## config.mk

```make
export PLATFORM = sky130hd
export DESIGN_NAME = bsg_manycore_link_credit_bridge
export DESIGN_NICKNAME = d
export VERILOG_FILES = /design/src/rtl/bsg_manycore_pkg.sv /design/src/rtl/bsg_fifo_1r1w_small.sv /design/src/rtl/bsg_manycore_link_credit_bridge_channel.sv /design/src/rtl/bsg_manycore_link_credit_bridge.sv
export SDC_FILE = /design/constraint.sdc
export NUM_CORES = 1
export LEC_CHECK = 0
export BUFFER_PORTS_ARGS = -buffer_cell sky130_fd_sc_hd__buf_2
export CORE_AREA = 2 2 209 211
export CTS_CLUSTER_DIAMETER = 80
export DETAILED_ROUTE_END_ITERATION = 8
export DIE_AREA = 0 0 211 213
export PLACE_DENSITY = 0.73
export SETUP_SLACK_MARGIN = 0.02
export SLEW_MARGIN = 40
export SYNTH_ARGS = -nofsm -noshare
export SYNTH_HDL_FRONTEND = slang
export SYNTH_SLANG_ARGS = --single-unit
```

## constraint.sdc

```tcl
create_clock -name clk_i -period 3.4 [get_ports clk_i]
set_clock_uncertainty 0.15 [all_clocks]
set_input_delay 0 -clock clk_i [delete_from_list [all_inputs] [get_ports clk_i]]
set_output_delay 0 -clock clk_i [all_outputs]
set_load 0.01 [all_outputs]
```

## src/rtl/bsg_manycore_pkg.sv

```systemverilog
// Shared definitions for the manycore link credit bridge.
// Error bit positions and credit-counter sizing.
package bsg_manycore_pkg;

  localparam int e_credit_bridge_err_ovf_ingress = 0;
  localparam int e_credit_bridge_err_ovf_credit  = 1;
  localparam int credit_bridge_err_width         = 2;

  function automatic int credit_cnt_width(input int max_credits);
    return $clog2(max_credits + 1);
  endfunction

endpackage

```

## src/rtl/bsg_fifo_1r1w_small.sv

```systemverilog
// Small one-read one-write FIFO with valid/yumi dequeue.
// Register-array storage with an occupancy counter.
module bsg_fifo_1r1w_small #(
  parameter int width_p = 64,
  parameter int els_p   = 4
) (
  input  logic               clk_i,
  input  logic               reset_i,
  input  logic               v_i,
  output logic               ready_o,
  input  logic [width_p-1:0] data_i,
  output logic               v_o,
  output logic [width_p-1:0] data_o,
  input  logic               yumi_i
);

  localparam int ptr_w_lp = (els_p > 1) ? $clog2(els_p) : 1;
  localparam int cnt_w_lp = $clog2(els_p + 1);

  logic [width_p-1:0]  mem_r [els_p];
  logic [ptr_w_lp-1:0] wptr_r, rptr_r;
  logic [cnt_w_lp-1:0] cnt_r;
  logic                enq, deq;

  function automatic logic [ptr_w_lp-1:0] bump(
    input logic [ptr_w_lp-1:0] p
  );
    return (p == ptr_w_lp'(els_p - 1)) ? '0 : p + ptr_w_lp'(1);
  endfunction

  // a full FIFO still accepts when the head leaves this cycle
  assign ready_o = (cnt_r != cnt_w_lp'(els_p)) | yumi_i;
  assign v_o     = (cnt_r != '0);
  assign data_o  = mem_r[rptr_r];
  assign enq     = v_i & ready_o;
  assign deq     = yumi_i & v_o;

  always_ff @(posedge clk_i) begin
    if (enq) mem_r[wptr_r] <= data_i;
  end

  always_ff @(posedge clk_i or posedge reset_i) begin
    if (reset_i) begin
      wptr_r <= '0;
      rptr_r <= '0;
      cnt_r  <= '0;
    end else begin
      if (enq) wptr_r <= bump(wptr_r);
      if (deq) rptr_r <= bump(rptr_r);
      unique case (1'b1)
        enq & ~deq: cnt_r <= cnt_r + cnt_w_lp'(1);
        deq & ~enq: cnt_r <= cnt_r - cnt_w_lp'(1);
        default:    cnt_r <= cnt_r;
      endcase
    end
  end

endmodule

```

## src/rtl/bsg_manycore_link_credit_bridge_channel.sv

```systemverilog
// One channel of the credit bridge: ingress FIFO with credit
// return, egress credit counter, idle and sticky error flags.
module bsg_manycore_link_credit_bridge_channel
  import bsg_manycore_pkg::*;
#(
  parameter int width_p           = 64,
  parameter int fifo_els_p        = 4,
  parameter int max_out_credits_p = 4
) (
  input  logic               clk_i,
  input  logic               reset_i,
  input  logic               enable_i,
  input  logic               cin_v_i,
  input  logic [width_p-1:0] cin_data_i,
  output logic               cin_credit_o,
  output logic               rout_v_o,
  output logic [width_p-1:0] rout_data_o,
  input  logic               rout_ready_and_i,
  input  logic               rin_v_i,
  input  logic [width_p-1:0] rin_data_i,
  output logic               rin_ready_and_o,
  output logic               cout_v_o,
  output logic [width_p-1:0] cout_data_o,
  input  logic               cout_credit_i,
  output logic               idle_o,
  output logic [credit_bridge_err_width-1:0] err_o
);

  localparam int cnt_w_lp = credit_cnt_width(max_out_credits_p);
  localparam logic [cnt_w_lp-1:0] cnt_max_lp =
    cnt_w_lp'(max_out_credits_p);

  logic                fifo_ready, fifo_v;
  logic                deq, send, ovf_in, ovf_cr;
  logic [cnt_w_lp-1:0] cnt_r;
  logic                credit_r;
  logic [credit_bridge_err_width-1:0] err_r;

  bsg_fifo_1r1w_small #(
    .width_p(width_p),
    .els_p  (fifo_els_p)
  ) fifo (
    .clk_i  (clk_i),
    .reset_i(reset_i),
    .v_i    (cin_v_i),
    .ready_o(fifo_ready),
    .data_i (cin_data_i),
    .v_o    (fifo_v),
    .data_o (rout_data_o),
    .yumi_i (deq)
  );

  assign rout_v_o        = fifo_v & enable_i;
  assign deq             = rout_v_o & rout_ready_and_i;
  assign ovf_in          = cin_v_i & ~fifo_ready;
  assign rin_ready_and_o = enable_i & (cnt_r != '0);
  assign send            = rin_v_i & rin_ready_and_o;
  assign cout_v_o        = send;
  assign cout_data_o     = rin_data_i;
  assign ovf_cr          = cout_credit_i & ~send
                         & (cnt_r == cnt_max_lp);
  assign cin_credit_o    = credit_r;
  assign idle_o          = ~fifo_v & ~credit_r
                         & (cnt_r == cnt_max_lp);
  assign err_o           = err_r;

  always_ff @(posedge clk_i or posedge reset_i) begin
    if (reset_i) begin
      cnt_r    <= cnt_max_lp;
      credit_r <= 1'b0;
      err_r    <= '0;
    end else begin
      credit_r <= deq;
      if (ovf_in) err_r[e_credit_bridge_err_ovf_ingress] <= 1'b1;
      if (ovf_cr) err_r[e_credit_bridge_err_ovf_credit]  <= 1'b1;
      unique case (1'b1)
        send & ~cout_credit_i:
          cnt_r <= cnt_r - cnt_w_lp'(1);
        cout_credit_i & ~send & (cnt_r != cnt_max_lp):
          cnt_r <= cnt_r + cnt_w_lp'(1);
        default:
          cnt_r <= cnt_r;
      endcase
    end
  end

endmodule

```

## src/rtl/bsg_manycore_link_credit_bridge.sv

```systemverilog
// Multi-channel credit <-> ready_and link bridge.
// Independent channels over flat packed port arrays.
module bsg_manycore_link_credit_bridge
  import bsg_manycore_pkg::*;
#(
  parameter int width_p           = 64,
  parameter int channels_p        = 2,
  parameter int fifo_els_p        = 4,
  parameter int max_out_credits_p = 4
) (
  input  logic                          clk_i,
  input  logic                          reset_i,
  input  logic [channels_p-1:0]         enable_i,
  input  logic [channels_p-1:0]         cin_v_i,
  input  logic [channels_p*width_p-1:0] cin_data_i,
  output logic [channels_p-1:0]         cin_credit_o,
  output logic [channels_p-1:0]         rout_v_o,
  output logic [channels_p*width_p-1:0] rout_data_o,
  input  logic [channels_p-1:0]         rout_ready_and_i,
  input  logic [channels_p-1:0]         rin_v_i,
  input  logic [channels_p*width_p-1:0] rin_data_i,
  output logic [channels_p-1:0]         rin_ready_and_o,
  output logic [channels_p-1:0]         cout_v_o,
  output logic [channels_p*width_p-1:0] cout_data_o,
  input  logic [channels_p-1:0]         cout_credit_i,
  output logic [channels_p-1:0]         idle_o,
  output logic [channels_p*credit_bridge_err_width-1:0] err_o
);

  localparam int ew_lp = credit_bridge_err_width;

  for (genvar ch = 0; ch < channels_p; ch++) begin : g_ch
    bsg_manycore_link_credit_bridge_channel #(
      .width_p          (width_p),
      .fifo_els_p       (fifo_els_p),
      .max_out_credits_p(max_out_credits_p)
    ) chan (
      .clk_i           (clk_i),
      .reset_i         (reset_i),
      .enable_i        (enable_i[ch]),
      .cin_v_i         (cin_v_i[ch]),
      .cin_data_i      (cin_data_i[ch*width_p +: width_p]),
      .cin_credit_o    (cin_credit_o[ch]),
      .rout_v_o        (rout_v_o[ch]),
      .rout_data_o     (rout_data_o[ch*width_p +: width_p]),
      .rout_ready_and_i(rout_ready_and_i[ch]),
      .rin_v_i         (rin_v_i[ch]),
      .rin_data_i      (rin_data_i[ch*width_p +: width_p]),
      .rin_ready_and_o (rin_ready_and_o[ch]),
      .cout_v_o        (cout_v_o[ch]),
      .cout_data_o     (cout_data_o[ch*width_p +: width_p]),
      .cout_credit_i   (cout_credit_i[ch]),
      .idle_o          (idle_o[ch]),
      .err_o           (err_o[ch*ew_lp +: ew_lp])
    );
  end

endmodule

```

# After elaboration in Yosys (flattened, before gate mapping)

Memory sizes are Yosys's and may differ from the RTL's.
Cells that the tools add are included.

Flip-flop bits (word level): 26
RAM bits: 512
Bits of input ports: 268
Output and inout port bits: 270
Word-level logic and storage cells: 104
Memories kept: 2

Memories:

| memory                  | words | width | read ports | clocked after Yosys merged registers in | wr ports | line                      | source |
|---|---|---|---|---|---|---|---|
| g_ch[0].chan.fifo.mem_r | 4     | 64    | 1          | 0                                       | 1        | bsg_fifo_1r1w_small.sv:20 | `logic [width_p-1:0] mem_r [els_p];` |
| g_ch[1].chan.fifo.mem_r | 4     | 64    | 1          | 0                                       | 1        | bsg_fifo_1r1w_small.sv:20 |  |

$add $sub $neg: 12
Eq/ne operators: 10
Multiplexer cells: 12
Bitwise logic cells: 46
Reduce and logical (&&, ||, !) cells: 8

Operators by type and width:

| cell                                             | number |
|---|---|
| bitwise AND 1 bit                                | 30 |
| one-hot mux 3 bit (2 select lines)               | 4 |
| NOT 1 bit                                        | 14 |
| adder 3 x 1 -> 3 bit, second input constant      | 4 |
| != test 3 bit, second input constant             | 4 |
| nonzero test 3 bit                               | 4 |
| subtractor 3 x 1 -> 3 bit, second input constant | 4 |
| adder 2 x 1 -> 2 bit, second input constant      | 4 |
| equality test 2 bit, second input constant       | 4 |
| two-way mux 2 bit                                | 4 |
| nonzero test 2 bit                               | 4 |
| equality test 3 bit, second input constant       | 2 |
| two-way mux 1 bit                                | 4 |
| bitwise OR 1 bit                                 | 2 |

# Longest topological paths before layout

Gate-level depths: netlist (run 1).

Depth in word-level cells: 8
Mapped depth: 10
Mapped depth without buffers: 9

# Hierarchy

A second synthesis (run 1) with hierarchy kept.

Cell total of the unflattened synthesis: 970
Area total of the unflattened synthesis: 21110.2 um^2

By module, submodules not included:

| module                                  | times used | cells each | area an instance (um^2) | seq. area each (um^2) |
|---|---|---|---|---|
| bsg_fifo_1r1w_small                     | 2          | 378        | 9663.0                  | 7862.5 |
| bsg_manycore_link_credit_bridge_channel | 2          | 107        | 892.1                   | 151.4 |

# Worst setup path before layout (run 1)

OpenSTA, ideal clock, no wires.

Path type: flip-flop to flip-flop
From: register g_ch[0].chan.fifo.cnt_r[0]
To: memory g_ch[0].chan.fifo.mem_r[0][0], enable pin
Setup time: 0.429 ns
Data arrival time: 2.253 ns
Data required time: 2.821 ns
Slack: 0.568 ns
Cell stages (with the launch flop): 4
Buffers on the path: 0
Clock period less this slack: 2.832 ns
Cell sequence: dfrtp_1 > nor2_1 > a31oi_4 > and2_1

Cells in the longest elaborated chain, start to end: 7
Elaborated cells between the ends (all ways): 8
Those cells by class: 1 x eq/ne; 2 x mux; 4 x bitwise; 1 x reduce/logical

Ends and longest elaborated chain:

| element                                     | line                                          | source |
|---|---|---|
| start: declaration                          | bsg_fifo_1r1w_small.sv:22                     | `logic [cnt_w_lp-1:0] cnt_r;` |
| start signal: assignment                    | bsg_fifo_1r1w_small.sv:51                     | `enq & ~deq: cnt_r <= cnt_r + cnt_w_lp'(1);` |
| start signal: assignment                    | bsg_fifo_1r1w_small.sv:52                     | `deq & ~enq: cnt_r <= cnt_r - cnt_w_lp'(1);` |
| start signal: assignment                    | bsg_fifo_1r1w_small.sv:53                     | `default: cnt_r <= cnt_r;` |
| nonzero test 3 bit                          | bsg_fifo_1r1w_small.sv:33                     | `assign v_o = (cnt_r != '0);` |
| bitwise AND 1 bit                           | bsg_manycore_link_credit_bridge_channel.sv:53 | `assign rout_v_o = fifo_v & enable_i;` |
| bitwise AND 1 bit                           | bsg_manycore_link_credit_bridge_channel.sv:54 | `assign deq = rout_v_o & rout_ready_and_i;` |
| bitwise OR 1 bit (*)                        | bsg_fifo_1r1w_small.sv:32                     | `assign ready_o = (cnt_r != cnt_w_lp'(els_p)) \| yumi_i;` |
| bitwise AND 1 bit (*)                       | bsg_fifo_1r1w_small.sv:35                     | `assign enq = v_i & ready_o;` |
| two-way mux 1 bit (*)                       | bsg_fifo_1r1w_small.sv:39                     | `if (enq) mem_r[wptr_r] <= data_i;` |
| two-way mux 1 bit (not written as such) (*) | bsg_fifo_1r1w_small.sv:39                     |  |
| end: declaration                            | bsg_fifo_1r1w_small.sv:20                     |  |

Every way passes the cells marked *; elsewhere a longest branch is shown, timed or not.

# Worst setup path after layout (run 1)

From: register g_ch[1].chan.fifo.rptr_r[0]
To: output rout_data_o[75]

Cells in the longest elaborated chain, start to end: 1

Ends and longest elaborated chain:

| element                  | line                                  | source |
|---|---|---|
| start: declaration       | bsg_fifo_1r1w_small.sv:21             | `logic [ptr_w_lp-1:0] wptr_r, rptr_r;` |
| start signal: assignment | bsg_fifo_1r1w_small.sv:49             | `if (deq) rptr_r <= bump(rptr_r);` |
| memory (4 x 64 bit)      | --                                    |  |
| end: declaration         | bsg_manycore_link_credit_bridge.sv:18 | `output logic [channels_p*width_p-1:0] rout_data_o,` |

Every way passes these cells.

==> impl_metrics.py, run 1 <==
metrics = {
    "outcome": {
        "status": "completed",
    },
    "yosys": {
        "synth-xor-area-share_pct": 0.331,
        "synth_top_family_by_area": "multiplexers",
        "yosysWarnings": 0,
        "synth.mux.area_fraction_pct": 14.1,
        "syn_nets": 1257,
        "ys_seq_area_share_pct": 75.6,
        "synth_area_um2": 21200,
        "yosysUniqueCellTypes": 38,
        "synth-seq-cells": 538,
        "synth_fa_ha_area_share_pct": 1.09,
        "yosys.area_share.simple_pct": 1.39,
        "syn_area_per_cell_um2": 21.8,
        "syn-instance-count": 973,
        "synth_compound_area_share_pct": 1.16,
    },
    "layout": {
        "fillers": 2764,
        "layout.nets": 1733,
        "layout_common_cells": "edfxtp_1, dlygate4sd3_1, buf_2, mux4_2, clkbuf_16",
        "drive_above_1_share_pct": 35.6,
        "final_common_cell": "edfxtp_1",
        "areaGrowthSynthToFinish_pct": 26.7,
    },
    "die": {
        "die_w_um": 211,
        "ioPinCount": 538,
        "rows": 76,
        "coreArea_um2": 42700,
        "die_h_um": 213,
        "start_util_pct": 49.6,
        "die_area_um2": 44900,
    },
    "power": {
        "peakVddDrop_v": 0.000690,
        "power_density_nw_per_um2": 804,
        "p_leak_nw": 9.50,
    },
    "global_routing": {
        "grt_pass1_wl_um": 75900,
        "grt_pass1_vias": 11900,
        "overflow": 0,
        "grt_antenna_before_repair": 17,
        "grt_util_all_layers_pct": 23.3,
        "grt_max_degree": 65,
    },
    "timing": {
        "finalSetupViolations": 0,
        "fin_setup_tns_ns": 0,
        "max_freq_mhz": 368,
        "maxSlewViolCount": 0,
        "rsz0062_at_grt": "no",
        "hold_viol_final": 0,
        "final.min_clock_period_ns": 2.72,
        "slew_headroom_pct": 52.1,
        "timing.final.ws_setup_ns": 0.681,
        "post-route-period-util_pct": 80.0,
        "tightest_slew_ns": 0.718,
    },
    "setup_path": {
        "crit_fanout": 34,
        "rrSetupSlack_ns": 0.76,
        "crit_required_ns": 3.25,
        "startpoint_type": "flip-flop",
        "arrival_ns": 2.57,
        "criticalPathCategory": "flip-flop to output pin",
        "crit_path_end_kind": "output pin",
    },
    "detailed_routing": {
        "drc_errors": 0,
        "drt_wl_total_um": 53100,
        "drtIter0Drc": 865,
        "drt_pre_antenna_iters": 7,
        "wire_per_inst_um": 25.9,
        "ant_nets": 0,
        "via_per_inst": 5.44,
        "vias": 11100,
    },
    "job": {
        "drv_cap": 0,
    },
    "placement": {
        "dp_hpwl_um": 33200,
        "dp_slack_ns": 1.18,
        "gp_congestion": 0.783,
        "io_buffers": 281,
    },
    "worst_hold_path": {
        "min_path_type": "input pin to flip-flop",
    },
    "clock_network": {
        "clk-insertion-delay-late_ns": 0.58,
        "cts_num_sinks": 538,
        "clkSlewWorstSetupHoldPaths_ns": 0.06,
        "cts.path.max_buffers": 3,
        "h-tree-depth": 2,
        "cts_buffers": 52,
        "cts_tree": "yes",
        "root_buffer": "clkbuf_16",
    },
}
final timing paths:
check / depth (start not counted) / end / from
setup / recovery: 3 / rout_data_o[75] / g_ch[1].chan.fifo.rptr_r[0]
hold / removal: 2 / g_ch[1].chan.fifo.mem_r[0][12] / cin_data_i[76]
setup reg to reg: 8 / g_ch[1].chan.cnt_r[2] / g_ch[1].chan.cnt_r[1]
hold reg to reg: 1 / g_ch[0].chan.err_o[1] / g_ch[0].chan.err_o[1]
max in group asynchronous: 4 / g_ch[0].chan.fifo.rptr_r[1] / reset_i
min in group asynchronous: 4 / g_ch[1].chan.err_o[0] / reset_i
routing by layer:
metal	track usage [%]	part of all wire (%)	up-vias
li1	-	-	4763
met1	27.8	36	5711
met2	39.8	52	529
met3	6.28	7.5	135
met4	10.9	4.7	10
met5	0	0.11	-
power breakdown:
group / total [mW] / switching, mW / leakage [nW] / internal (mW)
clock network: 5.49 / 2.35 / 0.790 / 3.15
registers: 9.49 / 0.720 / 4.99 / 8.77
logic: 6.62 / 3.53 / 3.72 / 3.09
total: 21.6 / 6.60 / 9.50 / 15.0
metrics by stage:
stage | instances | instance area (um2) | utilization (%) | total power [mW] | hold WS [ns]
2_1_floorplan | 973 | 21200 | - | 13.6 | -0.111
6_report | 2048 | 26900 | 62.9 | 21.6 | 0.0237
3_3_place_gp | 1650 | 22300 | 52.2 | 15.7 | -0.150
4_1_cts | 2036 | 26800 | 62.8 | 21.7 | 0.000171
5_1_grt | 2040 | 26800 | 62.9 | 22.5 | 0.0104
3_5_place_dp | 1650 | 22300 | 52.2 | 15.8 | -0.150
cell usage after synthesis, drive strengths merged:
cell type | instances | area share, %
nand3 | 2 | 0.047
o211ai | 2 | 0.071
dfrtp | 24 | 2.8
mux2 | 8 | 0.43
a21oi | 2 | 0.047
nand3b | 2 | 0.071
fa | 4 | 0.38
nor3 | 4 | 0.094
a41o | 2 | 0.094
and2b | 2 | 0.071
buf | 168 | 6.0
a21o | 2 | 0.071
nor3b | 2 | 0.071
xor2 | 6 | 0.25
inv | 15 | 0.27
clkbuf | 2 | 0.035
nand2 | 10 | 0.18
dfstp | 2 | 0.25
mux4 | 128 | 14
edfxtp | 512 | 73
a21bo | 2 | 0.094
a21boi | 2 | 0.071
xnor2 | 2 | 0.083
nand4 | 2 | 0.059
o21bai | 2 | 0.071
or2 | 2 | 0.059
a32oi | 2 | 0.083
nor2b | 2 | 0.059
a31oi | 4 | 0.26
nor2 | 22 | 0.39
and2 | 10 | 0.30
o221ai | 6 | 0.25
mux2i | 2 | 0.094
ha | 12 | 0.71
o21ai | 2 | 0.047
layout make-up:
class	count	area (um2)	area share, %
Antenna cell	12	30.0	0.112
Clock buffer	62	1360	5.06
Clock inverter	33	259	0.964
Inverter	15	56.3	0.210
Multi-Input combinational cell	250	3840	14.3
Sequential cell	538	16000	59.7
Tap cell	546	683	2.54
Timing Repair Buffer	592	4580	17.1
worst max-delay path: stages (launching register included):
cell and delay, ns:
dfrtp_4 0.86, buf_4 0.38, mux4_2 0.57, buf_2 0.16
timing repair:
action,CTS,global route
buffers inserted,0,0
resized for setup,0,0
hold buffers,291,0
endpoints found under the hold margin,694,0
state kept, by name, summed over array words and instances, names as in the netlist:
register and count:
g_ch.chan.cin_credit_o 2, g_ch.chan.cnt_r 6, g_ch.chan.err_o 4, g_ch.chan.fifo.cnt_r 6
g_ch.chan.fifo.mem_r 512, g_ch.chan.fifo.rptr_r 4, g_ch.chan.fifo.wptr_r 4
cells by family after synthesis:
group / after synthesis
DFF: 538
buffers and inverters: 185
muxes: 138
and+or+nand+nor: 60
AOI/OAI and AO/OA: 28
adders and majority gates: 16
xor gates and xnor gates: 8
Note: power is estimated with default switching activity, not from simulation.
==> run 2: changes to the inputs <==
CORE_AREA = not set   (was 2 2 209 211)
CORE_MARGIN = 1.5   (was not set)
CORE_UTILIZATION = 48   (was not set)
DIE_AREA = not set   (was 0 0 211 213)
PLACE_DENSITY = 0.74   (was 0.73)
clock period = 2.4 ns   (was 3.4 ns; I/O delays follow)
==> run 2 against run 1 <==
Critical path depth unchanged. Worst hold slack got worse by 0.0044 ns. First-iteration DRC count rose by 8.3%.
==> impl_metrics.py, run 2 (synthesis results as in run 1) <==
metrics = {
    "outcome": {
        "status": "completed",
    },
    "job": {
        "drv_cap": 0,
    },
    "die": {
        "die_w_um": 213,
        "start_util_pct": 48.9,
        "ioPinCount": 538,
        "die_area_um2": 45400,
        "coreArea_um2": 43400,
        "die_h_um": 213,
        "rows": 76,
    },
    "setup_path": {
        "crit_path_end_kind": "output pin",
        "max_stage_delay_ns": 0.57,
        "slowest_stage": "mux4_2",
        "crit_fanout": 8,
        "worstRegToRegCells": 8,
        "reg2reg_to": "g_ch[1].chan.fifo.cnt_r[2]",
        "rrSetupSlack_ns": 0.21,
        "crit_required_ns": 2.25,
        "criticalPathCategory": "flip-flop to output pin",
        "path_cells": "buf_4 > mux4_2 > buf_2",
        "arrival_ns": 2.13,
        "r2r-start": "g_ch[1].chan.fifo.cnt_r[0]",
        "startpoint_type": "flip-flop",
        "cp_top_family": "multiplexers",
        "worst-path-buf-inv": 2,
    },
    "timing": {
        "slew_headroom_pct": 64.1,
        "max_freq_mhz": 438,
        "hold_viol_final": 0,
        "fin_setup_tns_ns": 0,
        "finalSetupViolations": 0,
        "timing.final.ws_setup_ns": 0.117,
        "rsz0062_at_grt": "no",
        "final.min_clock_period_ns": 2.28,
        "tightest_slew_ns": 0.534,
        "maxSlewViolCount": 0,
        "post-route-period-util_pct": 95.1,
    },
    "detailed_routing": {
        "wire_per_inst_um": 25.6,
        "drt_wl_total_um": 54200,
        "vias": 11400,
        "ant_nets": 0,
        "drt_pre_antenna_iters": 5,
        "via_per_inst": 5.37,
        "drtIter0Drc": 937,
        "drc_errors": 0,
    },
    "global_routing": {
        "grt_pass1_vias": 12000,
        "grt_max_degree": 65,
        "grt_antenna_before_repair": 18,
        "grt_util_all_layers_pct": 23.7,
        "overflow": 0,
        "grt_pass1_wl_um": 76800,
    },
    "layout": {
        "layout_common_cells": "edfxtp_1, dlygate4sd3_1, buf_2, mux4_2, clkbuf_16",
        "fillers": 2893,
        "fin_cells": 2120,
        "regArea_um2": 16000,
        "largest_register_ffs": 512,
        "areaGrowthSynthToFinish_pct": 28.9,
        "layout.nets": 1774,
        "final_common_cell": "edfxtp_1",
        "drive_above_1_share_pct": 36.0,
        "regMostFlops": "g_ch.chan.fifo.mem_r",
        "top_regs": "g_ch.chan.fifo.mem_r (512), g_ch.chan.cnt_r (6), g_ch.chan.fifo.cnt_r (6)",
        "stdcell_area_um2": 27300,
        "multi_input_area_um2": 3850,
    },
    "clock_network": {
        "root_buffer": "clkbuf_16",
        "cts.path.max_buffers": 3,
        "clkSlewWorstSetupHoldPaths_ns": 0.06,
        "h-tree-depth": 2,
        "cts_buffers": 53,
        "cts_tree": "yes",
        "cts_num_sinks": 538,
        "clk-insertion-delay-late_ns": 0.59,
    },
    "worst_hold_path": {
        "min_from": "cin_data_i[34]",
        "whs_path_depth": 2,
        "min_path_type": "input pin to flip-flop",
        "hold_end": "g_ch[0].chan.fifo.mem_r[1][34]",
    },
    "power": {
        "p_leak_nw": 9.68,
        "power_density_nw_per_um2": 1130,
        "peakVddDrop_v": 0.000982,
    },
    "placement": {
        "dp_slack_ns": 0.247,
        "placed_area_um2": 22600,
        "io_buffers": 281,
        "dp_hpwl_um": 32500,
        "dp_cells": 1703,
        "gp_congestion": 0.772,
    },
}
## run 2: cell type report
class	count	share of cell area, %
Timing Repair Buffer	632	18.6
Tap cell	585	2.68
Antenna cell	14	0.128
Clock buffer	64	5.01
Inverter	15	0.206
Clock inverter	22	0.568
Sequential cell	538	58.7
Multi-Input combinational cell	250	14.1
## run 2: power by group
group	total, mW	internal (mW)	switching [mW]	leakage [nW]
logic	10.2	4.75	5.48	3.95
clock network	7.41	4.04	3.37	0.745
registers	13.2	12.4	0.815	4.99
## run 2: metal layers
layer | GRT usage (%) | vias to the layer above | wire length (um)
li1 | - | 4847 | -
met1 | 29.2 | 5834 | 19800
met2 | 40.3 | 584 | 28100
met3 | 5.50 | 110 | 3980
met4 | 10.2 | 8 | 2290
met5 | 0 | - | 56
## run 2: worst max path at each step
stage | end | cells after the start | slack [ns] | startpoint
final | rout_data_o[104] | 3 | 0.12 | g_ch[1].chan.fifo.rptr_r[0]
after global routing | g_ch[0].chan.fifo.cnt_r[2] | 8 | 0.04 | g_ch[0].chan.fifo.cnt_r[0]
after CTS | g_ch[1].chan.fifo.cnt_r[2] | 11 | 0.03 | enable_i[1]
after detailed placement | g_ch[1].chan.fifo.cnt_r[2] | 9 | 0.25 | g_ch[1].chan.fifo.cnt_r[0]
after global placement | g_ch[1].chan.fifo.cnt_r[2] | 9 | 0.29 | g_ch[1].chan.fifo.cnt_r[0]
after floorplan | g_ch[0].chan.fifo.mem_r[0][0] | 3 | 0.26 | g_ch[0].chan.fifo.cnt_r[0]
## run 2: what timing repair did
| action | CTS | global route |
|---|---|---|
| setup buffers | 7 | 1 |
| setup endpoints to repair | 99 | 243 |
| hold buffers | 310 | 1 |
| resized for setup | 2 | 3 |
| endpoints found under the hold margin | 692 | 1 |
## run 2: per-stage QoR
stage	utilization (%)	power, mW	hold slack, ns
floorplan	-	19.2	-0.111
global placement	52.0	22.6	-0.150
detailed placement	52.0	22.8	-0.150
CTS	62.9	30.9	0.000981
global route	62.9	32.1	0.00858
finish	63.0	30.9	0.0193
